--- src/rtl/cga_vram_arbiter.sv ---
// CGA framebuffer arbiter: slots ISA CPU accesses into the video RAM between
// sequencer fetch cycles, forcing a grant (with a snow pulse) if video starves the CPU.
module cga_vram_arbiter #(
  parameter int unsigned USE_BUS_WAIT = 1,
  parameter logic [7:0]  MAX_WAIT     = 8'd64
) (
  input  logic        clk,
  input  logic        reset_l,
  input  logic [14:0] bus_a,
  input  logic [7:0]  bus_d,
  input  logic        bus_mem_cs,
  input  logic        bus_memr_l,
  input  logic        bus_memw_l,
  output logic [7:0]  bus_out_mem,
  output logic        bus_rdy,
  input  logic        vram_read,
  input  logic [18:0] video_addr,
  output logic [18:0] ram_a,
  output logic        ram_we_l,
  input  logic [7:0]  ram_d,
  output logic [7:0]  ram_wd,
  output logic        cpu_access,
  output logic        snow
);

  typedef enum logic [2:0] {
    S_IDLE,
    S_WAIT_SLOT,
    S_ACCESS,
    S_CAPTURE,
    S_DONE
  } state_t;

  state_t      state_q;
  logic [1:0]  memr_sync_q;
  logic [1:0]  memw_sync_q;
  logic [7:0]  cnt_q;
  logic [7:0]  cnt_d;
  logic        forced_q;
  logic        snow_q;
  logic        wr_q;
  logic [14:0] addr_q;
  logic [7:0]  wdata_q;
  logic [7:0]  rdata_q;

  logic memr_s;
  logic memw_s;
  logic req_start;
  logic cpu_phase;
  logic abort;
  logic cpu_owns;
  logic wait_req;

  assign memr_s    = memr_sync_q[1];
  assign memw_s    = memw_sync_q[1];
  assign req_start = bus_mem_cs && (!memr_s || !memw_s);
  assign cnt_d     = cnt_q + 8'd1;

  assign cpu_phase = (state_q == S_ACCESS) || (state_q == S_CAPTURE);
  // An unforced CPU cycle yields to video in the same cycle the fetch slot appears.
  assign abort     = cpu_phase && vram_read && !forced_q;
  assign cpu_owns  = cpu_phase && !abort;

  always_ff @(posedge clk or negedge reset_l) begin
    if (!reset_l) begin
      state_q     <= S_IDLE;
      memr_sync_q <= 2'b11;
      memw_sync_q <= 2'b11;
      cnt_q       <= 8'd0;
      forced_q    <= 1'b0;
      snow_q      <= 1'b0;
      wr_q        <= 1'b0;
      addr_q      <= 15'd0;
      wdata_q     <= 8'd0;
      rdata_q     <= 8'd0;
    end else begin
      memr_sync_q <= {memr_sync_q[0], bus_memr_l};
      memw_sync_q <= {memw_sync_q[0], bus_memw_l};
      snow_q      <= 1'b0;
      case (state_q)
        S_IDLE: begin
          if (req_start) begin
            state_q <= S_WAIT_SLOT;
            cnt_q   <= 8'd0;
            addr_q  <= bus_a;
            wdata_q <= bus_d;
            wr_q    <= !memw_s;
          end
        end
        S_WAIT_SLOT: begin
          if (!vram_read) begin
            state_q <= S_ACCESS;
          end else begin
            cnt_q <= cnt_d;
            if (cnt_d == MAX_WAIT) begin
              state_q  <= S_ACCESS;
              forced_q <= 1'b1;
              snow_q   <= 1'b1;
            end
          end
        end
        S_ACCESS: begin
          state_q <= abort ? S_WAIT_SLOT : S_CAPTURE;
        end
        S_CAPTURE: begin
          if (abort) begin
            state_q <= S_WAIT_SLOT;
          end else begin
            if (!wr_q) rdata_q <= ram_d;
            state_q <= S_DONE;
          end
        end
        S_DONE: begin
          if ((memr_s && memw_s) || !bus_mem_cs) begin
            state_q  <= S_IDLE;
            forced_q <= 1'b0;
          end
        end
        default: state_q <= S_IDLE;
      endcase
    end
  end

  assign ram_a       = cpu_owns ? {4'h0, addr_q} : video_addr;
  assign cpu_access  = cpu_owns;
  assign ram_we_l    = !((state_q == S_ACCESS) && wr_q && !abort);
  assign ram_wd      = wdata_q;
  assign bus_out_mem = rdata_q;
  assign snow        = snow_q;

  // Wait states come from the raw strobe so the ISA cycle is held from its first clock.
  assign wait_req = reset_l && bus_mem_cs && (!bus_memr_l || !bus_memw_l)
                    && (state_q != S_DONE);
  assign bus_rdy  = (USE_BUS_WAIT != 0) ? !wait_req : 1'b1;

endmodule

--- config.mk ---
export PLATFORM = sky130hd
export DESIGN_NAME = cga_vram_arbiter
export DESIGN_NICKNAME = d
export VERILOG_FILES = /design/src/rtl/cga_vram_arbiter.sv
export SDC_FILE = /design/constraint.sdc
export NUM_CORES = 1
export LEC_CHECK = 0
export ABC_CLOCK_PERIOD_IN_PS = 2200
export BUFFER_PORTS_ARGS = -buffer_cell sky130_fd_sc_hd__buf_2
export CAP_MARGIN = 20
export CORE_ASPECT_RATIO = 2
export CORE_MARGIN = 2
export CORE_UTILIZATION = 47
export DETAILED_ROUTE_END_ITERATION = 8
export GPL_ROUTABILITY_DRIVEN = 0
export PLACE_DENSITY_LB_ADDON = 0.25
export SETUP_SLACK_MARGIN = 0.5
export SLEW_MARGIN = 20
export SYNTH_ARGS = -nofsm -noshare
export SYNTH_HDL_FRONTEND = slang
export SYNTH_SLANG_ARGS = --single-unit
--- constraint.sdc ---
create_clock -name clk -period 2.2 [get_ports clk]
set_input_delay 0.33 -clock clk [delete_from_list [all_inputs] [get_ports clk]]
set_output_delay 0.33 -clock clk [all_outputs]
set_load 0.02 [all_outputs]
==> results.tsv <==
metric	value	unit
kind of cell adding the most delay to the critical path	flip-flops	
vias in the first global route	1731	
vias	1766	
combinational share of power	0.425	
power density normalized to cell area	1184	mW/mm2
final hold viol count	0	
period utilisation layout	0.9012	
startpoint of the lowest-slack register-to-register path	forced_q	
Clk network pwr share	0.162	
per-cell routed wire length	14.68	um
CTS HTree Levels	2	
synthesized cell area	0.002258	mm2
buffers added on ports	94	
number of antenna diodes	0	
# nets final	336	
Syn Area/Cell	12.62	um2
area growth from synthesis to layout	32.02	%
count of endpoints failing setup in the final report	0	
post-synth cell types	37	
critical path type	register to primary output	
net switching power figure	1.278	mW
crit path launch	forced_q	
max-cap violation count	0	
clock-pin slew on the worst setup and hold paths	0.08	ns
post-synthesis sequential element count	49	
Reg2Reg Setup Slack	0.53	ns
number of fill cells in the layout	385	
final HPWL from detailed placement	3.671	mm
number of enable-type register cells in the synthesized netlist	0	
Pre-antenna DRT Iters	4	
Arrival @ worst endpoint	1.65	ns
critical path required time	1.87	ns
height of the chip	102.0	um
most frequently used cell type in the post-synthesis netlist	sky130_fd_sc_hd__mux2_2	
Setup crit end	ram_a[4]	
total wirelength of the detailed-routed design	4.917	mm
largest fanout on the critical path	24	
most instantiated cells after synthesis	46 x sky130_fd_sc_hd__mux2_2, 45 x sky130_fd_sc_hd__dfrtp_1, 14 x sky130_fd_sc_hd__o21ai_0	
slew at the pin with the worst max-slew slack	0.5959	ns
R2R Path End	bus_out_mem[6]	
worst-case reg-to-reg path depth	6	
CP Buf/Inv Count	2	
Critical Path Slowest Stage Cell	sky130_fd_sc_hd__dfrtp_1	
global-route wire length before repair	7.797	mm
Critical Path Sink Type	primary output	
async set or reset register ratio after synthesis	1.000	
fraction of power spent switching nets	0.3621	
part of the total power dissipated in sequential elements	0.413	
Hold/Removal Path Class	input pin to register	
total clock buffers created by CTS	5	
maximum cell stage delay along the critical path	0.36	ns
number of vias per cell	5.272	
Worst IR Drop VDD	887.2	uV
remaining design rule violation count	0	
final instance area	0.002982	mm2
Max Clock Skew	0.002820	ns
Max Root-Sink Buffers	2	
instance area at placement	0.002793	mm2
most area-consuming cells after synthesis	sky130_fd_sc_hd__dfrtp_1 50%, sky130_fd_sc_hd__mux2_2 23%, sky130_fd_sc_hd__dfstp_2 4.7%	
row count	35	
overall overflow remaining after global route	0	
CTS root buffer	sky130_fd_sc_hd__clkbuf_8	
clock tree from TritonCTS	yes	
cts hold-fix bufs	0	
setup repair after global routing missed its margin	yes	
maximum number of pins on one net before global-route repair	50	
number of cells on the worst hold path	1	
aggregate global-route resource usage	0.1954	
upper clock frequency limit	0.5044	GHz
synthesized net count	236	
Seq/Total Area, Yosys	0.5452	
share of post-route cells with drive strength above 1	0.6107	
CTS sink cnt	49	
violation count after the first detailed-routing iteration	25	
warnings from Yosys	0	
boundary pin count	95	
static power due to leakage	1.438	nW
time the worst path needs with I/O delays and setup	1.983	ns
Clk Latency, worst-skew pair	0.29	ns
Worst path depth	5	
cell-internal power	2.252	mW
startpoint types	register	
Final Core Density	0.6484	
antenna violations before repair	0	
effective utilization at floorplan	0.4912	
cell type with the highest aggregate area in the netlist	sky130_fd_sc_hd__dfrtp_1	
commonest register cell after synthesis	sky130_fd_sc_hd__dfrtp_1	
total core area	0.004598	mm2
cells after synthesis	179	
TNS Setup	0	ns
run status	finished clean	
worst slew slack as a fraction of its limit	0.6027	
Die Outline Area	0.005409	mm2
Horiz. Die Dim	53.02	um
post-synth top area share	0.4986	
count of pins over their slew limit	0	
ANT nets after route	0	
list of cells traversed by the critical path	nand2b_1 -> and3b_2 -> buf_12 -> mux2_2 -> buf_2	
## worst min-delay path by stage
stage / from / endpoint
after floorplan: reset_l / addr_q[0]
after global placement: memr_sync_q[0] / memr_sync_q[1]
after detailed placement: memw_sync_q[0] / memw_sync_q[1]
after CTS: bus_memw_l / memw_sync_q[0]
after global routing: bus_memw_l / memw_sync_q[0]
final: bus_memw_l / memw_sync_q[0]
## power by group through the flow
stage,clock network [mW],registers (mW),logic [mW]
after detailed placement,0,1.48,1.43
after floorplan,0,1.60,0.841
final,0.572,1.46,1.50
after global routing,0.619,1.51,1.62
after CTS,0.586,1.47,1.44
after global placement,0,1.47,1.39
## kinds of logic after synthesis
kind of cell | count (synthesis) | synth area share
adders and majority gates | 1 | 0.005539
AOI/OAI and AO/OA | 31 | 0.08588
buffers and inverters | 10 | 0.02825
DFF | 49 | 0.5452
muxes | 46 | 0.2294
and+or+nand+nor | 42 | 0.1058
## stage by stage
| step | std cells | setup slack (ns) | hold WS [ns] | power [mW] |
|---|---|---|---|---|
| floorplan | 179 | 0.4949 | 0.03441 | 2.445 |
| global placement | 323 | 0.3926 | 0.3481 | 2.860 |
| detailed placement | 323 | 0.3450 | 0.3539 | 2.908 |
| CTS | 333 | 0.1610 | 0.1298 | 3.494 |
| global route | 335 | 0.1299 | 0.1272 | 3.750 |
| finish | 335 | 0.2173 | 0.1398 | 3.530 |
## registers in the layout (all words and copies together) (netlist names)
name / count
bus_out_mem: 8
cnt_q: 8
wr_q: 1
memw_sync_q: 2
state_q: 3
snow: 1
forced_q: 1
memr_sync_q: 2
addr_q: 15
ram_wd: 8
## routing by layer
metal	wire length, um	track usage	share of wire	vias to the layer above
met5	0	0	0	-
met4	65	0.06509	0.013	0
met3	235	0.03655	0.048	5
met2	2784	0.3548	0.57	50
met1	1832	0.2224	0.37	864
li1	-	-	-	847
## worst reg2reg max path, stage by stage (launching register included)
cell and delay, ns:
sky130_fd_sc_hd__dfrtp_1 0.36, sky130_fd_sc_hd__nand2b_1 0.12, sky130_fd_sc_hd__and3b_2 0.20, sky130_fd_sc_hd__buf_12 0.17, sky130_fd_sc_hd__nor3b_4 0.21, sky130_fd_sc_hd__buf_4 0.16
sky130_fd_sc_hd__mux2_2 0.34
## final cells by class
| class | count | area (um2) | share of cell area |
|---|---|---|---|
| Sequential cell | 49 | 1234 | 0.4138 |
| Multi-Input combinational cell | 120 | 996.0 | 0.3340 |
| Timing Repair Buffer | 102 | 578.1 | 0.1939 |
| Clock buffer | 7 | 96.34 | 0.03231 |
| Tap cell | 55 | 68.82 | 0.02308 |
| Clock inverter | 1 | 5.005 | 0.001679 |
| Inverter | 1 | 3.754 | 0.001259 |
## cells in the final DEF (no fill, tap or decap), drive strengths merged
| cell type | Yosys | layout |
|---|---|---|
| dfstp | 4 | 4 |
| or3 | 1 | 1 |
| nand2 | 11 | 11 |
| nand2b | 2 | 2 |
| nand3 | 4 | 4 |
| a211o | 1 | 1 |
| nor2b | 4 | 4 |
| a211oi | 1 | 1 |
| clkinv | 0 | 1 |
| o31ai | 2 | 2 |
| inv | 1 | 1 |
| clkbuf | 0 | 7 |
| a41oi | 1 | 1 |
| ha | 1 | 1 |
| a32o | 1 | 1 |
| nor3b | 1 | 1 |
| o2bb2ai | 1 | 1 |
| mux2 | 46 | 46 |
| a21boi | 1 | 1 |
| a21oi | 5 | 5 |
| nor2 | 7 | 7 |
| nand4bb | 1 | 1 |
| dfrtp | 45 | 45 |
| nor4 | 1 | 1 |
| a22oi | 1 | 1 |
| nor4b | 1 | 1 |
| o21ai | 14 | 14 |
| o211a | 1 | 1 |
| nor4bb | 1 | 1 |
| and3b | 1 | 1 |
| o22a | 1 | 1 |
| nand4 | 2 | 2 |
| a31oi | 1 | 1 |
| and2 | 2 | 2 |
| buf | 9 | 102 |
| and3 | 3 | 3 |
## what timing repair did
action,CTS,global route
setup endpoints to repair,29,59
hold endpoints to repair,0,0
pin swaps,0,1
setup buffers,2,2
gates resized for setup,6,13
Note: power is estimated with default switching activity, not from simulation.
